==> src/rtl/calc_pkg.sv <==
// Shared types and constants for the calculator execute-phase sequencer.
package calc_pkg;

  localparam int unsigned DATA_W              = 8;
  localparam int unsigned OP_W                = 3;
  localparam int unsigned DEF_MAX_RESULT      = 99;
  localparam int unsigned DEF_TIMEOUT_CYCLES  = 1024;

  // State encoding
  localparam logic [2:0] ST_IDLE       = 3'd0;
  localparam logic [2:0] ST_CONVERT    = 3'd1;
  localparam logic [2:0] ST_ALU_SETTLE = 3'd2;
  localparam logic [2:0] ST_DD_RUN     = 3'd3;
  localparam logic [2:0] ST_DONE       = 3'd4;

  typedef enum logic [2:0] {
    S_IDLE       = ST_IDLE,
    S_CONVERT    = ST_CONVERT,
    S_ALU_SETTLE = ST_ALU_SETTLE,
    S_DD_RUN     = ST_DD_RUN,
    S_DONE       = ST_DONE
  } seq_state_e;

  // ALU operation codes
  typedef enum logic [OP_W-1:0] {
    OP_ADD = 3'b001,
    OP_SUB = 3'b010,
    OP_MUL = 3'b011,
    OP_DIV = 3'b100
  } alu_op_e;

  // Display value that blanks both seven-segment digits
  localparam logic [DATA_W-1:0] BLANK_BCD = 8'hFF;

  // Operand pair captured from the two BCD-to-binary converters
  typedef struct packed {
    logic [DATA_W-1:0] a;
    logic [DATA_W-1:0] b;
  } operands_t;

endpackage

==> src/rtl/calc_exec_sequencer_if.sv <==
// Handshake/bus bundle between the execute sequencer and its converters, ALU and display.
interface calc_exec_sequencer_if;
  import calc_pkg::*;

  logic              i_Start;
  logic              i_Abort;
  logic [OP_W-1:0]   i_Op_Code;
  logic              o_Bbc_En;
  logic              i_Bbc1_DV;
  logic              i_Bbc2_DV;
  logic [DATA_W-1:0] i_Bbc1_Num;
  logic [DATA_W-1:0] i_Bbc2_Num;
  logic [DATA_W-1:0] o_Operand_A;
  logic [DATA_W-1:0] o_Operand_B;
  logic [OP_W-1:0]   o_Alu_Op;
  logic [DATA_W-1:0] i_Alu_Out;
  logic              o_Dd_En;
  logic [DATA_W-1:0] o_Dd_Bin;
  logic              i_Dd_DV;
  logic [DATA_W-1:0] i_Dd_Bcd;
  logic [DATA_W-1:0] o_Result_Bcd;
  logic              o_Result_Valid;
  logic              o_Busy;
  logic              o_Overflow;
  logic              o_Error;

  // Sequencer side
  modport master (
    input  i_Start, i_Abort, i_Op_Code,
    input  i_Bbc1_DV, i_Bbc2_DV, i_Bbc1_Num, i_Bbc2_Num,
    input  i_Alu_Out, i_Dd_DV, i_Dd_Bcd,
    output o_Bbc_En, o_Operand_A, o_Operand_B, o_Alu_Op,
    output o_Dd_En, o_Dd_Bin, o_Result_Bcd, o_Result_Valid,
    output o_Busy, o_Overflow, o_Error
  );

  // Keypad FSM / converter / ALU / display side
  modport slave (
    output i_Start, i_Abort, i_Op_Code,
    output i_Bbc1_DV, i_Bbc2_DV, i_Bbc1_Num, i_Bbc2_Num,
    output i_Alu_Out, i_Dd_DV, i_Dd_Bcd,
    input  o_Bbc_En, o_Operand_A, o_Operand_B, o_Alu_Op,
    input  o_Dd_En, o_Dd_Bin, o_Result_Bcd, o_Result_Valid,
    input  o_Busy, o_Overflow, o_Error
  );

endinterface

==> src/rtl/calc_seq_dv_collector.sv <==
// Sticky capture of the two converter results; both_seen_c rises in the cycle the last one lands.
module calc_seq_dv_collector
  import calc_pkg::*;
(
  input  logic              clk,
  input  logic              rst_n,
  input  logic              clr,
  input  logic              en,
  input  logic              dv_a,
  input  logic              dv_b,
  input  logic [DATA_W-1:0] num_a,
  input  logic [DATA_W-1:0] num_b,
  output operands_t         ops,
  output logic              both_seen_c
);

  logic seen_a;
  logic seen_b;

  // Seen bits clear on request; operand latches hold until overwritten by a new valid
  always_ff @(posedge clk or negedge rst_n) begin
    if (!rst_n) begin
      seen_a <= 1'b0;
      seen_b <= 1'b0;
      ops    <= '0;
    end else if (clr) begin
      seen_a <= 1'b0;
      seen_b <= 1'b0;
    end else if (en) begin
      if (dv_a) begin
        seen_a <= 1'b1;
        ops.a  <= num_a;
      end
      if (dv_b) begin
        seen_b <= 1'b1;
        ops.b  <= num_b;
      end
    end
  end

  // Count a valid arriving this cycle as already seen
  always_comb begin
    both_seen_c = en && (seen_a || dv_a) && (seen_b || dv_b);
  end

endmodule

==> src/rtl/calc_exec_sequencer.sv <==
// Execute-phase sequencer: converters -> ALU -> double-dabble -> display value.
// Optional watchdog on the wait states is enabled by defining CALC_SEQ_TIMEOUT_EN.
module calc_exec_sequencer
  import calc_pkg::*;
#(
  parameter int unsigned MAX_RESULT     = DEF_MAX_RESULT,
  parameter int unsigned TIMEOUT_CYCLES = DEF_TIMEOUT_CYCLES
) (
  input  logic                  i_Clk,
  input  logic                  i_Rst_L,
  calc_exec_sequencer_if.master bus
);

  seq_state_e        state_q, state_d;
  operands_t         ops_q;
  logic              both_seen_c;
  logic              coll_en_c;
  logic              coll_clr_c;
  logic              timeout_c;

  logic              bbc_en_q,   bbc_en_d;
  logic              dd_en_q,    dd_en_d;
  logic              valid_q,    valid_d;
  logic              busy_q,     busy_d;
  logic              overflow_q, overflow_d;
  logic              error_q,    error_d;
  logic [DATA_W-1:0] result_q,   result_d;
  logic [DATA_W-1:0] dd_bin_q,   dd_bin_d;
  logic [OP_W-1:0]   alu_op_q,   alu_op_d;

  // Operands are only captured while converters are enabled; seen bits drop otherwise
  always_comb begin
    coll_en_c  = (state_q == S_CONVERT) && !bus.i_Abort;
    coll_clr_c = (state_q != S_CONVERT) || bus.i_Abort;
  end

  calc_seq_dv_collector u_dv_collector (
    .clk         (i_Clk),
    .rst_n       (i_Rst_L),
    .clr         (coll_clr_c),
    .en          (coll_en_c),
    .dv_a        (bus.i_Bbc1_DV),
    .dv_b        (bus.i_Bbc2_DV),
    .num_a       (bus.i_Bbc1_Num),
    .num_b       (bus.i_Bbc2_Num),
    .ops         (ops_q),
    .both_seen_c (both_seen_c)
  );

`ifdef CALC_SEQ_TIMEOUT_EN
  localparam int unsigned WD_W = (TIMEOUT_CYCLES > 2) ? $clog2(TIMEOUT_CYCLES) : 1;

  logic [WD_W-1:0] wd_q, wd_d;
  logic            waiting_c;

  // Watchdog expiry in either wait state
  always_comb begin
    waiting_c = (state_q == S_CONVERT) || (state_q == S_DD_RUN);
    timeout_c = waiting_c && (wd_q == WD_W'(TIMEOUT_CYCLES - 1));
  end

  // Counter restarts on every state change and counts cycles spent waiting
  always_comb begin
    wd_d = '0;
    if (waiting_c && (state_d == state_q)) begin
      wd_d = wd_q + WD_W'(1);
    end
  end

  // Watchdog counter register
  always_ff @(posedge i_Clk or negedge i_Rst_L) begin
    if (!i_Rst_L) begin
      wd_q <= '0;
    end else begin
      wd_q <= wd_d;
    end
  end
`else
  logic unused_timeout_cfg;

  // Without the watchdog the sequencer waits indefinitely
  always_comb begin
    timeout_c          = 1'b0;
    unused_timeout_cfg = ^TIMEOUT_CYCLES;
  end
`endif

  // State register
  always_ff @(posedge i_Clk or negedge i_Rst_L) begin
    if (!i_Rst_L) begin
      state_q <= S_IDLE;
    end else begin
      state_q <= state_d;
    end
  end

  // Next-state and next-output logic; abort overrides every transition
  always_comb begin
    state_d    = state_q;
    overflow_d = overflow_q;
    error_d    = error_q;
    result_d   = result_q;
    dd_bin_d   = dd_bin_q;
    alu_op_d   = alu_op_q;

    if (bus.i_Abort) begin
      state_d    = S_IDLE;
      result_d   = BLANK_BCD;
      overflow_d = 1'b0;
      error_d    = 1'b0;
    end else begin
      case (state_q)
        S_IDLE: begin
          if (bus.i_Start) begin
            alu_op_d   = bus.i_Op_Code;
            overflow_d = 1'b0;
            error_d    = 1'b0;
            state_d    = S_CONVERT;
          end
        end
        S_CONVERT: begin
          if (both_seen_c) begin
            state_d = S_ALU_SETTLE;
          end else if (timeout_c) begin
            error_d  = 1'b1;
            result_d = BLANK_BCD;
            state_d  = S_DONE;
          end
        end
        S_ALU_SETTLE: begin
          dd_bin_d = bus.i_Alu_Out;
          if (bus.i_Alu_Out > DATA_W'(MAX_RESULT)) begin
            overflow_d = 1'b1;
            result_d   = BLANK_BCD;
            state_d    = S_DONE;
          end else begin
            state_d = S_DD_RUN;
          end
        end
        S_DD_RUN: begin
          if (bus.i_Dd_DV) begin
            result_d = bus.i_Dd_Bcd;
            state_d  = S_DONE;
          end else if (timeout_c) begin
            error_d  = 1'b1;
            result_d = BLANK_BCD;
            state_d  = S_DONE;
          end
        end
        S_DONE: begin
          state_d = S_IDLE;
        end
        default: begin
          state_d = S_IDLE;
        end
      endcase
    end

    bbc_en_d = (state_d == S_CONVERT);
    dd_en_d  = (state_d == S_DD_RUN);
    valid_d  = (state_d == S_DONE);
    busy_d   = (state_d != S_IDLE);
  end

  // Output registers, all decoded from the next state so they align with it
  always_ff @(posedge i_Clk or negedge i_Rst_L) begin
    if (!i_Rst_L) begin
      bbc_en_q   <= 1'b0;
      dd_en_q    <= 1'b0;
      valid_q    <= 1'b0;
      busy_q     <= 1'b0;
      overflow_q <= 1'b0;
      error_q    <= 1'b0;
      result_q   <= BLANK_BCD;
      dd_bin_q   <= '0;
      alu_op_q   <= '0;
    end else begin
      bbc_en_q   <= bbc_en_d;
      dd_en_q    <= dd_en_d;
      valid_q    <= valid_d;
      busy_q     <= busy_d;
      overflow_q <= overflow_d;
      error_q    <= error_d;
      result_q   <= result_d;
      dd_bin_q   <= dd_bin_d;
      alu_op_q   <= alu_op_d;
    end
  end

  assign bus.o_Bbc_En       = bbc_en_q;
  assign bus.o_Operand_A    = ops_q.a;
  assign bus.o_Operand_B    = ops_q.b;
  assign bus.o_Alu_Op       = alu_op_q;
  assign bus.o_Dd_En        = dd_en_q;
  assign bus.o_Dd_Bin       = dd_bin_q;
  assign bus.o_Result_Bcd   = result_q;
  assign bus.o_Result_Valid = valid_q;
  assign bus.o_Busy         = busy_q;
  assign bus.o_Overflow     = overflow_q;
  assign bus.o_Error        = error_q;

endmodule
==> src/flat_wrapper.sv <==
// flat-port wrapper written by rule: the top's interface ports become plain ports
module calc_exec_sequencer_flat import calc_pkg::*;
#(
  parameter int unsigned MAX_RESULT     = DEF_MAX_RESULT,
  parameter int unsigned TIMEOUT_CYCLES = DEF_TIMEOUT_CYCLES
)
  (i_Clk, i_Rst_L, bus_i_Start, bus_i_Abort, bus_i_Op_Code, bus_i_Bbc1_DV, bus_i_Bbc2_DV, bus_i_Bbc1_Num, bus_i_Bbc2_Num, bus_i_Alu_Out, bus_i_Dd_DV, bus_i_Dd_Bcd, bus_o_Bbc_En, bus_o_Operand_A, bus_o_Operand_B, bus_o_Alu_Op, bus_o_Dd_En, bus_o_Dd_Bin, bus_o_Result_Bcd, bus_o_Result_Valid, bus_o_Busy, bus_o_Overflow, bus_o_Error);
  calc_exec_sequencer_if bus_i ();
  input  logic i_Clk;
  input  logic i_Rst_L;
  input wire logic [$bits(bus_i.i_Start)-1:0] bus_i_Start;
  input wire logic [$bits(bus_i.i_Abort)-1:0] bus_i_Abort;
  input wire logic [$bits(bus_i.i_Op_Code)-1:0] bus_i_Op_Code;
  input wire logic [$bits(bus_i.i_Bbc1_DV)-1:0] bus_i_Bbc1_DV;
  input wire logic [$bits(bus_i.i_Bbc2_DV)-1:0] bus_i_Bbc2_DV;
  input wire logic [$bits(bus_i.i_Bbc1_Num)-1:0] bus_i_Bbc1_Num;
  input wire logic [$bits(bus_i.i_Bbc2_Num)-1:0] bus_i_Bbc2_Num;
  input wire logic [$bits(bus_i.i_Alu_Out)-1:0] bus_i_Alu_Out;
  input wire logic [$bits(bus_i.i_Dd_DV)-1:0] bus_i_Dd_DV;
  input wire logic [$bits(bus_i.i_Dd_Bcd)-1:0] bus_i_Dd_Bcd;
  output wire logic [$bits(bus_i.o_Bbc_En)-1:0] bus_o_Bbc_En;
  output wire logic [$bits(bus_i.o_Operand_A)-1:0] bus_o_Operand_A;
  output wire logic [$bits(bus_i.o_Operand_B)-1:0] bus_o_Operand_B;
  output wire logic [$bits(bus_i.o_Alu_Op)-1:0] bus_o_Alu_Op;
  output wire logic [$bits(bus_i.o_Dd_En)-1:0] bus_o_Dd_En;
  output wire logic [$bits(bus_i.o_Dd_Bin)-1:0] bus_o_Dd_Bin;
  output wire logic [$bits(bus_i.o_Result_Bcd)-1:0] bus_o_Result_Bcd;
  output wire logic [$bits(bus_i.o_Result_Valid)-1:0] bus_o_Result_Valid;
  output wire logic [$bits(bus_i.o_Busy)-1:0] bus_o_Busy;
  output wire logic [$bits(bus_i.o_Overflow)-1:0] bus_o_Overflow;
  output wire logic [$bits(bus_i.o_Error)-1:0] bus_o_Error;
  assign bus_i.i_Start = bus_i_Start;
  assign bus_i.i_Abort = bus_i_Abort;
  assign bus_i.i_Op_Code = bus_i_Op_Code;
  assign bus_i.i_Bbc1_DV = bus_i_Bbc1_DV;
  assign bus_i.i_Bbc2_DV = bus_i_Bbc2_DV;
  assign bus_i.i_Bbc1_Num = bus_i_Bbc1_Num;
  assign bus_i.i_Bbc2_Num = bus_i_Bbc2_Num;
  assign bus_i.i_Alu_Out = bus_i_Alu_Out;
  assign bus_i.i_Dd_DV = bus_i_Dd_DV;
  assign bus_i.i_Dd_Bcd = bus_i_Dd_Bcd;
  assign bus_o_Bbc_En = bus_i.o_Bbc_En;
  assign bus_o_Operand_A = bus_i.o_Operand_A;
  assign bus_o_Operand_B = bus_i.o_Operand_B;
  assign bus_o_Alu_Op = bus_i.o_Alu_Op;
  assign bus_o_Dd_En = bus_i.o_Dd_En;
  assign bus_o_Dd_Bin = bus_i.o_Dd_Bin;
  assign bus_o_Result_Bcd = bus_i.o_Result_Bcd;
  assign bus_o_Result_Valid = bus_i.o_Result_Valid;
  assign bus_o_Busy = bus_i.o_Busy;
  assign bus_o_Overflow = bus_i.o_Overflow;
  assign bus_o_Error = bus_i.o_Error;
  calc_exec_sequencer #(.MAX_RESULT(MAX_RESULT), .TIMEOUT_CYCLES(TIMEOUT_CYCLES)) u_core (.i_Clk(i_Clk), .i_Rst_L(i_Rst_L), .bus(bus_i));
endmodule
==> config.mk <==
export PLATFORM = sky130hd
export DESIGN_NAME = calc_exec_sequencer_flat
export DESIGN_NICKNAME = d
export VERILOG_FILES = /design/src/rtl/calc_pkg.sv /design/src/rtl/calc_exec_sequencer_if.sv /design/src/rtl/calc_seq_dv_collector.sv /design/src/rtl/calc_exec_sequencer.sv /design/src/flat_wrapper.sv
export SDC_FILE = /design/constraint.sdc
export NUM_CORES = 1
export LEC_CHECK = 0
export BUFFER_PORTS_ARGS = -buffer_cell sky130_fd_sc_hd__buf_2
export CORE_ASPECT_RATIO = 0.6
export CORE_UTILIZATION = 30
export CTS_CLUSTER_DIAMETER = 60
export CTS_CLUSTER_SIZE = 40
export DETAILED_ROUTE_END_ITERATION = 7
export GPL_TIMING_DRIVEN = 0
export MAX_ROUTING_LAYER = met4
export PLACE_DENSITY = 0.63
export SYNTH_ARGS = -nofsm -noshare
export SYNTH_HDL_FRONTEND = slang
export SYNTH_HIERARCHICAL = 1
export SYNTH_SLANG_ARGS = --single-unit
==> constraint.sdc <==
create_clock -name i_Clk -period 2.5 [get_ports i_Clk]
set_input_delay 0.25 -clock i_Clk [delete_from_list [all_inputs] [get_ports i_Clk]]
set_output_delay 0.25 -clock i_Clk [all_outputs]
set_load 0.03 [all_outputs]
==> qor.yml <==
rrSetupSlack_ns: 0.31
reg2reg_depth: 5
crit_fanout: 10
final_cells: 326
rows: 22
total_power_w: 0.00179
start_util_pct: 31.8
cts_tree: "yes"
fillers: 631
end_kind: "register"
overflow: 0
ios: 83
netlist_area_mm2: 0.00198
syn_to_final_growth_pct: 32.0
drtIter0Drc: 38
fp.dieH_um: 64.9
post-dp-hpwl_mm: 3.18
r2r-end: "u_core/u_dv_collector/ops[6]"
clockBufferDepth: 2
vias_per_cell: 4.60
slew_violations: 0
layout_commonest_cell: "buf_2"
leakage_nw: 1.32
wl_per_cell_um: 13.2
final_layout_size_suffix_gt1_share_pct: 62.4
period_share_pct: 87.8
syn_avg_cell_area_um2: 12.9
syn_inst: 153
worstSetupPathType: "reg2reg"
grt_max_degree: 46
dpl_cell_area_mm2: 0.00249
ant_nets: 0
grt_usage_pct: 13.1
cp-endpoint: "u_core/u_dv_collector/ops[6]"
period_minus_slack_ns: 2.19
clk_pin_slew_worst_paths_ns: 0.09
cts_setup_buffers: 0
status: "finished clean"
drc_errors: 0
wirelength_mm: 4.30
synth_nets: 195
worstPathRequired_ns: 2.68
worst_pin_slew_ns: 0.986
antenna_found_initial: 0
yosysSeqAreaShare_pct: 57.5
first_global_vias: 1378
finalSetupViolCount: 0
rsz0062_at_grt: "false"
root_buffer: "clkbuf_8"
portBuffers: 81
cp-startpoint: "u_core/state_q[1]"
place_inst: 318
coreArea_mm2: 0.00622
cts_made_buffers: 5
setup.worst_path.start_class: "register"
cts.sinks: 45
die_area_mm2: 0.00692
cts_hold_buffers: 0
cts-htree-levels: 2
fmax_mhz: 456
fin_skew_ns: 0.00688
grt_pass1_wl_mm: 6.73
cp.arrival_ns: 2.37
hold_class: "in2async"
slew_headroom_pct: 34.3
synth_cell_types: 32
fin_nets: 283
mostFrequentLayoutCells: "82 x buf_2, 37 x dfrtp_1, 28 x mux2_2"
finish.instance_area_mm2: 0.00261
drv_cap: 0
vdd_drop_max_mv: 0.234
die_w_um: 107
holdWs_ns: 0.116
powerDensity_mw_per_mm2: 685
hold_viol: 0
first_pass_iters: 4
diodes: 0
synth_seq_cells: 45
clk_latency_ns: 0.29
r2r-start: "u_core/state_q[1]"
gp_congestion: 0.738
dr_total_vias: 1499
yosysWarnings: 6
## timing repair
item                       4_1_cts  5_1_grt
gates resized for setup          1        0
setup endpoints to repair       16        0
hold endpoints to repair         0        0
## worst min-delay path by stage
stage                            startpoint                       endpoint  slack [ns]  cells after the start
after floorplan                     i_Rst_L         u_core/bus.o_Alu_Op[0]       -0.05                      0
after global placement              i_Rst_L  u_core/u_dv_collector/ops[10]        0.48                      1
after detailed placement            i_Rst_L  u_core/u_dv_collector/ops[10]        0.48                      1
after CTS                           i_Rst_L  u_core/u_dv_collector/ops[10]        0.16                      1
after global routing      bus_i_Bbc1_Num[0]   u_core/u_dv_collector/ops[8]        0.17                      2
final                               i_Rst_L   u_core/u_dv_collector/ops[0]        0.12                      1
## registers in the layout (all words and copies together) (netlist names), 3 cells and up
signal                     flops
u_core/u_dv_collector/ops     16
u_core/bus.o_Result_Bcd        8
u_core/state_q                 3
u_core/bus.o_Alu_Op            3
u_core/bus.o_Dd_Bin            8
## routing by layer
| layer | vias to the layer above | share of wire [%] | global-route usage (%) | routed length (um) |
|---|---|---|---|---|
| met5 | - | 0 | - | 0 |
| met4 | 0 | 0.28 | 3.08 | 12 |
| met3 | 2 | 6.3 | 4.02 | 271 |
| met2 | 54 | 42 | 18.4 | 1800 |
| met1 | 723 | 52 | 18.3 | 2210 |
| li1 | 720 | - | - | - |
## worst max-delay path, stage by stage, from the launching register on
cell,delay (ns)
dfrtp_1,0.38
buf_6,0.14
nor4b_2,0.64
inv_1,0.18
nand3b_2,0.39
mux2_2,0.35
## cell families (layout without fill, tap and decap cells)
group,after synthesis,in the layout,synth area share [%]
mux,28,28,16.0
buf+inv,10,99,4.69
flops,45,45,57.5
other cells,1,1,0.190
compound gates,27,27,9.44
simple gates,42,42,12.2
## synthesized netlist by cell type
master	count	area share [%]
nor4b_1	2	0.89
nand3_1	1	0.25
buf_2	1	0.25
clkbuf_8	2	1.4
buf_4	1	0.38
nand3b_2	2	1.1
conb_1	1	0.19
nor3_1	1	0.25
buf_6	4	2.3
a21o_1	1	0.38
a21oi_1	12	3.0
nor4_1	1	0.32
a311oi_1	1	0.44
mux2_2	28	16
nor2_1	17	3.2
o21a_1	1	0.38
and2b_2	1	0.44
a21oi_2	1	0.44
and3_2	1	0.38
inv_1	2	0.38
dfstp_2	8	11
and3b_2	1	0.51
o32ai_1	8	3.5
or3b_4	1	0.57
dfrtp_1	37	47
o221a_2	1	0.57
nand2_1	2	0.38
nor2b_1	2	0.63
o21ai_0	1	0.25
or2_2	9	2.8
o31ai_1	1	0.38
or3_2	1	0.38
## metrics by stage
step | worst slack (ns) | util (%) | TNS [ns]
floorplan | 0.224 | - | 0
global placement | -0.182 | 40.0 | -2.77
detailed placement | -0.225 | 40.0 | -3.29
CTS | 0.257 | 41.9 | 0
global route | 0.135 | 41.9 | 0
finish | 0.306 | 41.9 | 0
## report_power, final
group | internal, W | total, W | switching [W]
Clock | 0.000326 | 0.000565 | 0.000239
Combinational | 0.000143 | 0.000390 | 0.000247
Sequential | 0.000800 | 0.000832 | 0.0000327
Total | 0.00127 | 0.00179 | 0.000519
## area by class of cell
class | instances | area, um2 | share of cell area (%)
flip-flops and latches | 45 | 1140 | 43.5
multi-input cells | 98 | 753 | 28.9
repair buffers | 81 | 405 | 15.5
well taps | 84 | 105 | 4.03
clock buffers | 7 | 86.3 | 3.31
plain buffers | 8 | 85.1 | 3.26
clock inverters | 1 | 30.0 | 1.15
inverters | 2 | 7.51 | 0.288
(Power assumes the default switching activity.)
